**config.mk**
```make
export PLATFORM = sky130hd
export DESIGN_NAME = sa2x2_ctrl
export DESIGN_NICKNAME = d
export VERILOG_FILES = /design/src/rtl/sa_pkg.sv /design/src/rtl/sa_skew_pipe.sv /design/src/rtl/sa2x2_ctrl.sv
export SDC_FILE = /design/constraint.sdc
export NUM_CORES = 1
export LEC_CHECK = 0
export BUFFER_PORTS_ARGS = -buffer_cell sky130_fd_sc_hd__buf_2
export CORE_MARGIN = 8
export CORE_UTILIZATION = 30
export CTS_CLUSTER_SIZE = 30
export DETAILED_ROUTE_END_ITERATION = 10
export GPL_ROUTABILITY_DRIVEN = 0
export SYNTH_ARGS = -nofsm -noshare
export SYNTH_HDL_FRONTEND = slang
export SYNTH_SLANG_ARGS = --single-unit
```
**constraint.sdc**
```tcl
create_clock -name clk -period 1.9 [get_ports clk]
set_input_delay 0.19 -clock clk [delete_from_list [all_inputs] [get_ports clk]]
set_output_delay 0.19 -clock clk [all_outputs]
set_load 0.02 [all_outputs]
```
**src/rtl/sa_pkg.sv**
```systemverilog
// ---------------------------------------------------------------------------
// sa_pkg
// Shared definitions for the sa2x2 controller: data width, fixed result
// latency, the job sequencer state type and lane-slice helpers for the packed
// 2-lane activation/result bundles and the 4-lane weight bundle.
// ---------------------------------------------------------------------------
package sa_pkg;

    localparam int DW  = 8;  // weight / activation / partial-sum width
    localparam int LAT = 5;  // activation handshake to res_valid, in cycles

    typedef enum logic [2:0] {
        IDLE,
        CLEAR,
        LOAD,
        STREAM,
        DRAIN,
        DONE
    } state_e;

    // Lane idx of a 2-lane bundle (lane 0 in the LSBs).
    function automatic logic [DW-1:0] lane2(input logic [2*DW-1:0] bus, input int idx);
        return bus[idx*DW +: DW];
    endfunction

    // Lane idx of a 4-lane bundle (lane 0 in the LSBs).
    function automatic logic [DW-1:0] lane4(input logic [4*DW-1:0] bus, input int idx);
        return bus[idx*DW +: DW];
    endfunction

endpackage

```
**src/rtl/sa_skew_pipe.sv**
```systemverilog
// ---------------------------------------------------------------------------
// sa_skew_pipe
// Depth-N register delay line carrying a valid bit alongside W bits of data.
// Used for the row-2 activation skew, the column-1 partial-sum hold and the
// result valid/last tracking pipe.
//
// Ports:
//   clk      clock
//   rst_n    asynchronous active-low reset
//   valid_i  valid bit entering stage 0
//   data_i   data entering stage 0
//   valid_o  valid bit leaving stage N-1
//   data_o   data leaving stage N-1
// ---------------------------------------------------------------------------
module sa_skew_pipe #(
    parameter int N = 1,
    parameter int W = 8
) (
    input  logic         clk,
    input  logic         rst_n,
    input  logic         valid_i,
    input  logic [W-1:0] data_i,
    output logic         valid_o,
    output logic [W-1:0] data_o
);

    logic [N-1:0] valid_q;
    logic [W-1:0] data_q [N];

    // NOTE: state is updated with non-blocking assignments so every stage
    // samples its predecessor's pre-edge value and the line shifts by exactly
    // one stage per clock, independent of statement order.
    always_ff @(posedge clk or negedge rst_n) begin
        if (!rst_n) begin
            valid_q <= '0;
            // NOTE: the data stages are reset too, not just the valid bits:
            // an abandoned job must not leave stale partial sums that could
            // leak onto the array or the result port after reset.
            for (int i = 0; i < N; i++) begin
                data_q[i] <= '0;
            end
        end else begin
            valid_q[0] <= valid_i;
            data_q[0]  <= data_i;
            for (int i = 1; i < N; i++) begin
                valid_q[i] <= valid_q[i-1];
                data_q[i]  <= data_q[i-1];
            end
        end
    end

    assign valid_o = valid_q[N-1];
    assign data_o  = data_q[N-1];

endmodule

```
**src/rtl/sa2x2_ctrl.sv**
```systemverilog
// ---------------------------------------------------------------------------
// sa2x2_ctrl
// Job sequencer and data-alignment stage around the 2x2 weight-stationary
// array. Per job: clear the array, load four weights, stream 2-lane
// activation vectors (row 2 skewed one cycle behind row 1), then de-skew the
// two column sums into one aligned result vector per input vector.
//
// Ports:
//   clk, rst                 clock, asynchronous active-low reset
//   start, w_in              job start (IDLE only) and {w22,w21,w12,w11}
//   act_valid/ready/data/last activation beat stream, data = {row2,row1}
//   sa_clear, sa_weight_load array control strobes
//   sa_w_11..sa_w_22         stationary weights to the array
//   sa_act_in1/2             skewed activations to the array
//   sa_psum_in1/2            column partial-sum inputs, tied to zero
//   sa_psum_out1/2           column outputs from the array
//   res_valid/data/last      aligned results, data = {col2,col1}
//   busy, done               job in progress / one-cycle completion pulse
// ---------------------------------------------------------------------------
module sa2x2_ctrl
    import sa_pkg::*;
(
    input  logic            clk,
    input  logic            rst,
    input  logic            start,
    input  logic [4*DW-1:0] w_in,
    input  logic            act_valid,
    output logic            act_ready,
    input  logic [2*DW-1:0] act_data,
    input  logic            act_last,
    output logic            sa_clear,
    output logic            sa_weight_load,
    output logic [DW-1:0]   sa_w_11,
    output logic [DW-1:0]   sa_w_12,
    output logic [DW-1:0]   sa_w_21,
    output logic [DW-1:0]   sa_w_22,
    output logic [DW-1:0]   sa_act_in1,
    output logic [DW-1:0]   sa_act_in2,
    output logic [DW-1:0]   sa_psum_in1,
    output logic [DW-1:0]   sa_psum_in2,
    input  logic [DW-1:0]   sa_psum_out1,
    input  logic [DW-1:0]   sa_psum_out2,
    output logic            res_valid,
    output logic [2*DW-1:0] res_data,
    output logic            res_last,
    output logic            busy,
    output logic            done
);

    localparam int              CNT_W      = $clog2(LAT);
    localparam logic [CNT_W-1:0] DRAIN_LAST = CNT_W'(LAT - 1);

    state_e          state_q;
    logic [CNT_W-1:0] drain_cnt_q;
    logic [4*DW-1:0] w_q;
    logic [2*DW-1:0] act_q;
    logic [2*DW-1:0] act_d;
    logic [DW-1:0]   col1_hold;
    logic            act_fire;
    logic            pipe_last;
    logic            unused_row2_vld;
    logic            unused_hold_vld;

    assign act_fire = act_valid & act_ready;
    // Bubbles enter the array as zero activations.
    assign act_d    = act_fire ? act_data : '0;

    // ---------------- Job sequencer (registered outputs) -------------------
    always_ff @(posedge clk or negedge rst) begin
        if (!rst) begin
            state_q        <= IDLE;
            drain_cnt_q    <= '0;
            w_q            <= '0;
            act_ready      <= 1'b0;
            sa_clear       <= 1'b0;
            sa_weight_load <= 1'b0;
            busy           <= 1'b0;
            done           <= 1'b0;
        end else begin
            sa_clear       <= 1'b0;
            sa_weight_load <= 1'b0;
            done           <= 1'b0;
            case (state_q)
                IDLE: begin
                    if (start) begin
                        w_q      <= w_in;
                        state_q  <= CLEAR;
                        sa_clear <= 1'b1;
                        busy     <= 1'b1;
                    end
                end
                CLEAR: begin
                    state_q        <= LOAD;
                    sa_weight_load <= 1'b1;
                end
                LOAD: begin
                    state_q   <= STREAM;
                    act_ready <= 1'b1;
                end
                STREAM: begin
                    if (act_fire && act_last) begin
                        state_q     <= DRAIN;
                        act_ready   <= 1'b0;
                        drain_cnt_q <= '0;
                    end
                end
                DRAIN: begin
                    // The last beat's result is on the port in the final
                    // counted cycle, so leaving here implies res_last was seen.
                    if (drain_cnt_q == DRAIN_LAST) begin
                        state_q <= DONE;
                        done    <= 1'b1;
                    end else begin
                        drain_cnt_q <= drain_cnt_q + 1'b1;
                    end
                end
                DONE: begin
                    state_q <= IDLE;
                    busy    <= 1'b0;
                end
                default: state_q <= IDLE;
            endcase
        end
    end

    assign sa_w_11     = lane4(w_q, 0);
    assign sa_w_12     = lane4(w_q, 1);
    assign sa_w_21     = lane4(w_q, 2);
    assign sa_w_22     = lane4(w_q, 3);
    assign sa_psum_in1 = '0;
    assign sa_psum_in2 = '0;

    // ---------------- Feed and capture registers --------------------------
    always_ff @(posedge clk or negedge rst) begin
        if (!rst) begin
            act_q    <= '0;
            res_data <= '0;
        end else begin
            act_q    <= act_d;
            res_data <= {sa_psum_out2, col1_hold};
        end
    end

    assign sa_act_in1 = lane2(act_q, 0);

    // Row 2 trails row 1 by one register. Bubbles already travel as zero
    // data, so the valid bit of this instance carries no information.
    sa_skew_pipe #(.N(1), .W(DW)) u_row2_skew (
        .clk     (clk),
        .rst_n   (rst),
        .valid_i (1'b1),
        .data_i  (lane2(act_q, 1)),
        .valid_o (unused_row2_vld),
        .data_o  (sa_act_in2)
    );

    // Column 1 finishes a cycle before column 2; hold it so both columns of
    // one input vector are registered into res_data together.
    sa_skew_pipe #(.N(1), .W(DW)) u_col1_hold (
        .clk     (clk),
        .rst_n   (rst),
        .valid_i (1'b1),
        .data_i  (sa_psum_out1),
        .valid_o (unused_hold_vld),
        .data_o  (col1_hold)
    );

    // Tracks each accepted beat (and its last flag) to the result port.
    sa_skew_pipe #(.N(LAT), .W(1)) u_vld_pipe (
        .clk     (clk),
        .rst_n   (rst),
        .valid_i (act_fire),
        .data_i  (act_fire & act_last),
        .valid_o (res_valid),
        .data_o  (pipe_last)
    );

    assign res_last = res_valid & pipe_last;

endmodule

```
==> results of run 1 <==
[stage by stage]
step	cell area, um2	util [%]	power [mW]
final	4708	41.41	6.621
after global placement	4255	37.43	4.889
after CTS	4708	41.41	6.754
after detailed placement	4255	37.43	4.974
after global routing	4708	41.41	7.045
after floorplan	3542	-	4.245
[sequential cells by signal, summed over array words and instances, names as in the netlist]
name / cells
act_q: 16
act_ready: 1
busy: 1
done: 1
drain_cnt_q: 3
res_data: 16
sa_clear: 1
sa_weight_load: 1
state_q: 3
u_col1_hold.data_o: 8
u_row2_skew.data_o: 8
u_vld_pipe.data_o: 1
u_vld_pipe.data_q: 4
u_vld_pipe.valid_q: 5
w_q: 32
[layout by cell type (no fill, tap or decap), drive strengths merged]
cell type,Yosys,final
buf,29,144
and3,18,18
inv,4,7
mux2,32,32
clkbuf,4,11
nor2,3,3
nand2b,2,2
and4b,1,1
nor3b,2,2
dlygate4sd3,0,17
a211oi,1,1
o21ai,5,5
nand4,1,1
conb,1,16
nand2,3,3
and2,2,2
a21o,2,2
clkinv,0,2
a32o,1,1
nand4b,1,1
dfrtp,101,101
a21oi,2,2
a2bb2oi,1,1
nor3,2,2
ha,2,2
o21ba,1,1
[layout make-up]
| type | count | area share, % |
|---|---|---|
| clock buffers | 11 | 5.155 |
| flip-flops and latches | 101 | 53.68 |
| inverters | 4 | 0.3189 |
| multi-input cells | 98 | 16.16 |
| repair buffers | 161 | 20.04 |
| well taps | 143 | 3.800 |
| clock inverters | 5 | 0.8504 |
[metal layers]
layer / GRT usage [%] / vias to the layer above / wire length [um]
li1: - / 1010 / -
met1: 11.43 / 1059 / 2924
met2: 16.67 / 86 / 3868
met3: 2.493 / 11 / 702
met4: 6.095 / 0 / 167
met5: 0 / - / 0
[logic make-up after synthesis]
| kind of cell | count (synthesis) | synth area share [%] |
|---|---|---|
| fa+ha+maj | 2 | 0.7178 |
| buf+inv | 37 | 7.286 |
| simple gates | 35 | 6.569 |
| mux | 32 | 10.34 |
| flops | 101 | 72.51 |
| other cells | 1 | 0.1076 |
| compound gates | 13 | 2.477 |
[path summary, 6_finish.rpt]
kind / startpoint / end
min: w_in[5] / w_q[5]$_DFFE_PN0P_
min in group asynchronous: rst / res_data[0]$_DFF_PN0_
max: state_q[2]$_DFFE_PN0P_ / w_q[3]$_DFFE_PN0P_
max in group asynchronous: rst / res_data[2]$_DFF_PN0_
min reg2reg: u_vld_pipe.valid_q[0]$_DFF_PN0_ / u_vld_pipe.valid_q[1]$_DFF_PN0_
max reg2reg: state_q[2]$_DFFE_PN0P_ / w_q[3]$_DFFE_PN0P_
[power breakdown]
part | switching, mW | total (mW) | leakage (nW) | internal [mW]
clock network | 0.778 | 1.72 | 0.141 | 0.939
logic | 1.14 | 1.94 | 1.06 | 0.795
registers | 0.268 | 2.97 | 1.25 | 2.70
total | 2.19 | 6.62 | 2.44 | 4.44
[synth_stat cells (all sizes together)]
| master | number | area share (%) |
|---|---|---|
| buf | 29 | 6.4 |
| and3 | 18 | 3.2 |
| a21o | 2 | 0.43 |
| a21oi | 2 | 0.29 |
| nor3 | 2 | 0.61 |
| nand4 | 1 | 0.18 |
| clkbuf | 4 | 0.43 |
| o21ai | 5 | 0.72 |
| and4b | 1 | 0.29 |
| a2bb2oi | 1 | 0.25 |
| a32o | 1 | 0.29 |
| ha | 2 | 0.72 |
| nor3b | 2 | 0.43 |
| inv | 4 | 0.43 |
| a211oi | 1 | 0.22 |
| o21ba | 1 | 0.29 |
| nand4b | 1 | 0.25 |
| conb | 1 | 0.11 |
| nor2 | 3 | 0.32 |
| mux2 | 32 | 10 |
| dfrtp | 101 | 73 |
| nand2b | 2 | 0.57 |
| nand2 | 3 | 0.32 |
| and2 | 2 | 0.36 |
==> impl_metrics.toml, run 1 <==
[layout]
drive_gt1_share_pct = 50.53
regArea_um2 = 2527
diodes = 0
final_cells = 523
area_growth_pct = 35.07
multiInputGateArea_um2 = 760.7
nNetsFinal = 446
fillers = 1079

[pwr]
ir_drop_uv = 642.3
p_per_area_nw_per_um2 = 1406
p_leak_nw = 2.443

[timing]
final-max-slew-violation-count = 0
fin_skew_ns = 0.007199
rsz0062_at_grt = "no"
fin_crit_sh_pct = 78.86
setup_slack_ns = 0.4017
min_period_ns = 1.498
fin_tns_setup_ns = 0
hold_slack_ns = 0.07794
fmax_mhz = 667.4
finalSetupViolations = 0
hold_viol = 0

[clock_tree]
hold_buffers = 17
clk_pin_slew_ns = 0.06
post-cts-setup-buffers = 0
cts.sinks = 101
cts_max_level = 3
cts_buffers = 9
cts_resized = 0
cts_root_buf = "clkbuf_16"
clock_path_buffers = 2
clk_latency_ns = 0.34
tritoncts = "done"

[floorplan]
die_area_um2 = 15330
core_area_um2 = 11370
ios = 156
rows = 39
die_w_um = 123.8
die_height_um = 123.8
start_util_pct = 30.66

[global_route]
grt_max_degree = 39
grt.overflow.total = 0
track_usage_pct = 10.01
antenna_found_initial = 0
grt_pass1_vias = 2377
grt_pass1_wl_mm = 11.85

[route]
post_drt_wl_per_cell_um = 14.65
ant_nets = 0
drcViolationCount = 0
dr.pass1.iters = 3
drt-vias-per-instance = 4.141
num_vias = 2166
wirelength_mm = 7.663
drt-initial-drc-count = 116

[logic_synthesis]
postSynthCellCount = 221
avgSynthCellArea_um2 = 15.77
ys_seq_area_share_pct = 72.51
ys.warnings.count = 0
netlist_area_um2 = 3486
ys_ff_latch = 101
synth_cell_types = 29

[worst_setup_path]
cp_slowest_cell = "dfrtp_1"
crit_path_max_incr_delay_ns = 0.44
crit_type = "flop to flop"
path_delay_family = "flip-flops"
cp-end-kind = "flop"
startpoint_type = "flop"
worst-path-buf-inv = 1
crit_fanout = 28
r2r_cells = 4
worst-path-stages = 4
r2r_slack_ns = 0.40
crit_chain = "nand2b_4 > nor3_4 > buf_12 > mux2_2"
cp.required_ns = 2.11
worst_ep_arrival_time_ns = 1.71

[placement]
post-place-cells = 490
place_ws_ns = 0.3893
io_buffers = 139
post-dp-hpwl_mm = 5.742

[run]
cap_violations = 0

[outcome]
status = "completed"

[hold_path]
worstHoldPathCells = 2
hold_path_class = "input pin to flop"
(Power assumes the default switching activity.)
==> inputs of run 2 (changes only) <==
==> constraint.sdc (replaced) <==
create_clock -name clk -period 1.46 [get_ports clk]
set_input_delay 0.146 -clock clk [delete_from_list [all_inputs] [get_ports clk]]
set_output_delay 0.146 -clock clk [all_outputs]
set_load 0.02 [all_outputs]
==> run 2 against run 1 <==
Effect of this change:
- highest routed layer unchanged
- register-to-register slack worse by 0.36 ns
- setup slack worse by 0.36 ns
- largest power group unchanged
- clock-buffer cell count is 2 lower
- sequential cell count is the same
- critical endpoint is now w_q[15]$_DFFE_PN0P_
- sequential share of layout area decreased by 1.5 points
- combinational power increased by 37%
==> impl_metrics.toml, run 2 (same netlist as run 1, synthesis figures left out) <==
[outcome]
status = "completed"

[layout]
area_growth_pct = 39.12
max_flop_register = "w_q"
diodes = 0
final_cell_mix = "138 x buf_2, 100 x dfrtp_1, 30 x mux2_2, 18 x and3_1, 17 x dlygate4sd3_1"
final_common_cell = "buf_2"
fillers = 1073
largestRegisters = "w_q x32, act_q x16, res_data x16"
largest_reg_flops = 32
drive_gt1_share_pct = 52.06
nNetsFinal = 455

[pwr]
p_total_mw = 8.898
combPwrFrac_pct = 29.8
p_clk_share_pct = 27.2
power_frac_seq_pct = 43.0
p_sw_share_pct = 32.63
ir_drop_uv = 840.1
p_switching_mw = 2.904
p_leak_nw = 2.512
p_per_area_nw_per_um2 = 1835
internal-power_mw = 5.994

[timing]
fin_crit_sh_pct = 97.30
finalSetupViolations = 0
setup_slack_ns = 0.03940
hold_viol = 0
rsz0062_at_grt = "yes"
fin_skew_ns = 0.006472
min_period_ns = 1.421
final-max-slew-violation-count = 0
fmax_mhz = 703.9

[global_route]
antenna_found_initial = 0
grt.overflow.total = 0
grt_max_degree = 37
grt_pass1_wl_mm = 11.56
grt_pass1_vias = 2338
track_usage_pct = 9.707

[floorplan]
rows = 39
die_height_um = 123.8
ios = 156
die_area_um2 = 15330
core_area_um2 = 11370
die_w_um = 123.8
start_util_pct = 30.66

[route]
drcViolationCount = 0
drt-vias-per-instance = 4.202
ant_nets = 0
post_drt_wl_per_cell_um = 14.94
wirelength_mm = 7.932
num_vias = 2231
dr.pass1.iters = 4
drt-initial-drc-count = 112

[clock_tree]
clk_pin_slew_ns = 0.07
cts_buffers = 9
cts.sinks = 101
clock_path_buffers = 2
clk_latency_ns = 0.34
tritoncts = "done"
cts_max_level = 3
cts_root_buf = "clkbuf_16"

[worst_setup_path]
worst_ep_arrival_time_ns = 1.64
crit_chain = "nand2b_4 > nor3_4 > buf_12 > clkbuf_16 > mux2_2"
cp_slowest_cell = "dfrtp_1"
startpoint_type = "flop"
crit_path_max_incr_delay_ns = 0.38
crit_fanout = 7
worst-path-stages = 5
r2r_start = "state_q[2]$_DFFE_PN0P_"
path_delay_family = "flip-flops"
worst-path-buf-inv = 2
rr_endpoint = "w_q[15]$_DFFE_PN0P_"
cp.required_ns = 1.68
r2r_slack_ns = 0.04
crit_type = "flop to flop"
r2r_cells = 5
cp-end-kind = "flop"

[hold_path]
hold_end = "w_q[5]$_DFFE_PN0P_"
worstHoldPathCells = 2
hold_path_class = "input pin to flop"
min_from = "w_in[5]"

[placement]
io_buffers = 139
place_ws_ns = 0.03050
post-dp-hpwl_mm = 5.725

[run]
cap_violations = 0
-- run 2: worst max path at each step --
stage | from | end | slack, ns
2_1_floorplan | state_q[2]$_DFFE_PN0P_ | w_q[10]$_DFFE_PN0P_ | 0.005
3_3_place_gp | state_q[2]$_DFFE_PN0P_ | w_q[30]$_DFFE_PN0P_ | 0.08
3_5_place_dp | state_q[1]$_DFFE_PN0P_ | w_q[26]$_DFFE_PN0P_ | 0.03
4_1_cts | state_q[1]$_DFFE_PN0P_ | w_q[26]$_DFFE_PN0P_ | 0.02
5_1_grt | state_q[2]$_DFFE_PN0P_ | w_q[12]$_DFFE_PN0P_ | -0.01
6_report | state_q[2]$_DFFE_PN0P_ | w_q[15]$_DFFE_PN0P_ | 0.04
-- run 2: layer usage --
metal	wire [um]	vias to the layer above	share of wire [%]	global-route usage, %
met3	755	7	9.5	3.309
li1	-	1027	-	-
met2	3925	88	49	15.70
met5	0	-	0	0
met1	3122	1109	39	11.59
met4	128	0	1.6	4.138
-- run 2: power groups by stage --
stage / clock network, mW / registers, mW / logic, mW
floorplan: 0 / 4.55 / 0.976
global placement: 0 / 3.86 / 2.54
detailed placement: 0 / 3.90 / 2.61
CTS: 2.53 / 3.84 / 2.65
global route: 2.64 / 3.93 / 2.87
finish: 2.42 / 3.83 / 2.65
-- run 2: layout make-up --
type	instances	area (um2)	area share (%)
Clock buffer	9	225.2	4.644
Clock inverter	6	78.83	1.625
Multi-Input combinational cell	98	760.7	15.69
Sequential cell	101	2529	52.14
Timing Repair Buffer	170	1062	21.90
Tap cell	143	178.9	3.689
Inverter	4	15.01	0.3096
-- run 2: per-stage QoR --
stage	util, %	instance area [um2]	setup TNS (ns)	hold slack [ns]	cells
after global routing	42.65	4850	-0.08937	0.01966	531
after global placement	37.76	4293	0	0.1391	495
after detailed placement	37.76	4293	0	0.1498	495
after CTS	41.93	4767	0	0.01354	527
final	42.65	4850	0	0.02521	531
after floorplan	-	3542	0	-0.1496	236
-- run 2: timing repair --
item / CTS / global route
setup endpoints to repair: 0 / 27
hold buffers: 17 / 0
setup buffers: 0 / 1
gates resized for setup: 0 / 1
endpoints found under the hold margin: 50 / 0
==> inputs of run 3 (changes only) <==
--- a/config.mk
+++ b/config.mk
@@ -6,7 +6,7 @@
 export NUM_CORES = 1
 export LEC_CHECK = 0
 export BUFFER_PORTS_ARGS = -buffer_cell sky130_fd_sc_hd__buf_2
-export CORE_MARGIN = 8
+export CORE_MARGIN = 2
 export CORE_UTILIZATION = 30
 export CTS_CLUSTER_SIZE = 30
 export DETAILED_ROUTE_END_ITERATION = 10
==> run 3 against run 2 <==
Effect of this change:
- sequential cell count unchanged
- sequential power about the same
- non-clock buffer count down 4
- highest routed layer unchanged
- worst hold slack better by 0.0065 ns
- cell area down 1.6%
- utilization down 0.67 points
- setup slack better by 0.011 ns
==> impl_metrics.toml, run 3 (same netlist as run 1, synthesis figures left out) <==
[clock_tree]
clock_path_buffers = 2
clk_latency_ns = 0.33
cts_root_buf = "clkbuf_16"
cts.sinks = 101
cts_buffers = 9
clk_pin_slew_ns = 0.07
cts_max_level = 3
tritoncts = "done"

[route]
num_vias = 2184
ant_nets = 0
post_drt_wl_per_cell_um = 12.69
dr.pass1.iters = 3
drt-vias-per-instance = 4.136
drcViolationCount = 0
drt-initial-drc-count = 104
wirelength_mm = 6.701

[floorplan]
start_util_pct = 30.66
die_area_um2 = 12500
die_height_um = 111.8
ios = 156
rows = 39
die_w_um = 111.8
core_area_um2 = 11370

[run]
cap_violations = 0

[worst_setup_path]
worst-path-buf-inv = 1
path_delay_family = "flip-flops"
cp-end-kind = "flop"
cp.required_ns = 1.67
crit_chain = "nand2b_4 > nor3_4 > buf_12 > mux2_2"
startpoint_type = "flop"
cp_slowest_cell = "dfrtp_1"
worst_ep_arrival_time_ns = 1.62
crit_type = "flop to flop"
crit_fanout = 33
crit_path_max_incr_delay_ns = 0.37

[layout]
max_flop_register = "w_q"
final_common_cell = "buf_2"
fin_area_um2 = 4773
largestRegisters = "w_q x32, act_q x16, res_data x16"
area_growth_pct = 36.93
nNetsFinal = 451
largest_reg_flops = 32
diodes = 0
final_cell_mix = "138 x buf_2, 101 x dfrtp_1, 29 x mux2_2, 18 x and3_1, 17 x dlygate4sd3_1"
drive_gt1_share_pct = 51.43

[pwr]
p_per_area_nw_per_um2 = 1840
p_leak_nw = 2.481
p_total_mw = 8.783
ir_drop_uv = 1030

[global_route]
met1_usage_pct = 12.61
grt_pass1_wl_mm = 10.95
track_usage_pct = 11.03
antenna_found_initial = 0
met3_usage_pct = 3.048
grtUsageMet2_pct = 19.43
grt.overflow.total = 0
grt-busiest-layer = "met2"
grt_pass1_vias = 2284
grt_max_degree = 47

[timing]
final-max-slew-violation-count = 0
hold_slack_ns = 0.03168
fmax_mhz = 709.4
min_period_ns = 1.410
hold_viol = 0
fin_crit_sh_pct = 96.54
fin_tns_setup_ns = 0
finalSetupViolations = 0
rsz0062_at_grt = "no"
fin_skew_ns = 0.005829

[placement]
post-dp-hpwl_mm = 4.684
io_buffers = 139
dpl_cell_area_um2 = 4293

[outcome]
status = "completed"

[hold_path]
hold_path_class = "input pin to flop"
[run 3: changes by cell type in the layout (fill, tap and decap cells not counted), sizes merged]
cell,change
clkbuf,-2
buf,-2
inv,-2
clkinv,+3
[run 3: repair_timing]
action,CTS,global route
buffers inserted,0,0
endpoints found under the hold margin,117,0
hold buffers,17,0
gates resized for setup,0,1
setup endpoints to repair,0,1
[run 3: cell type report]
class | instances | area (um2)
Clock buffer | 9 | 225.2
Clock inverter | 7 | 81.33
Fill cell | 1054 | 6596
Inverter | 4 | 15.01
Multi-Input combinational cell | 98 | 764.5
Sequential cell | 101 | 2527
Tap cell | 143 | 178.9
Timing Repair Buffer | 166 | 980.9
[run 3: worst paths after layout]
path	start	endpoint	depth (start not counted)	slack, ns
worst min-delay path	w_in[5]	w_q[5]$_DFFE_PN0P_	2	0.03
min in group asynchronous	rst	act_q[1]$_DFF_PN0_	2	0.21
worst min register to register	act_q[11]$_DFF_PN0_	u_row2_skew.data_o[3]$_DFF_PN0_	0	0.35
max in group asynchronous	rst	w_q[20]$_DFFE_PN0P_	3	0.74
worst max-delay path	state_q[2]$_DFFE_PN0P_	w_q[15]$_DFFE_PN0P_	4	0.05
worst max register to register	state_q[2]$_DFFE_PN0P_	w_q[15]$_DFFE_PN0P_	4	0.05
[run 3: metal layers]
metal / up-vias / wire [um]
li1: 1023 / -
met1: 1073 / 2645
met2: 83 / 3497
met3: 5 / 469
met4: 0 / 89
met5: - / 0
[run 3: per-stage QoR]
stage / worst slack [ns] / utilization, % / instances
after floorplan: 0.005319 / - / 236
after global placement: 0.09025 / 37.76 / 495
after detailed placement: 0.06193 / 37.76 / 495
after CTS: 0.04646 / 41.95 / 528
after global routing: 0.001598 / 41.98 / 528
final: 0.05046 / 41.98 / 528
[run 3: power by group]
group	total (mW)	internal [mW]	switching [mW]
Combinational	2.55	1.09	1.47
Clock	2.39	1.35	1.04
Sequential	3.84	3.52	0.323
Total	8.78	5.95	2.83
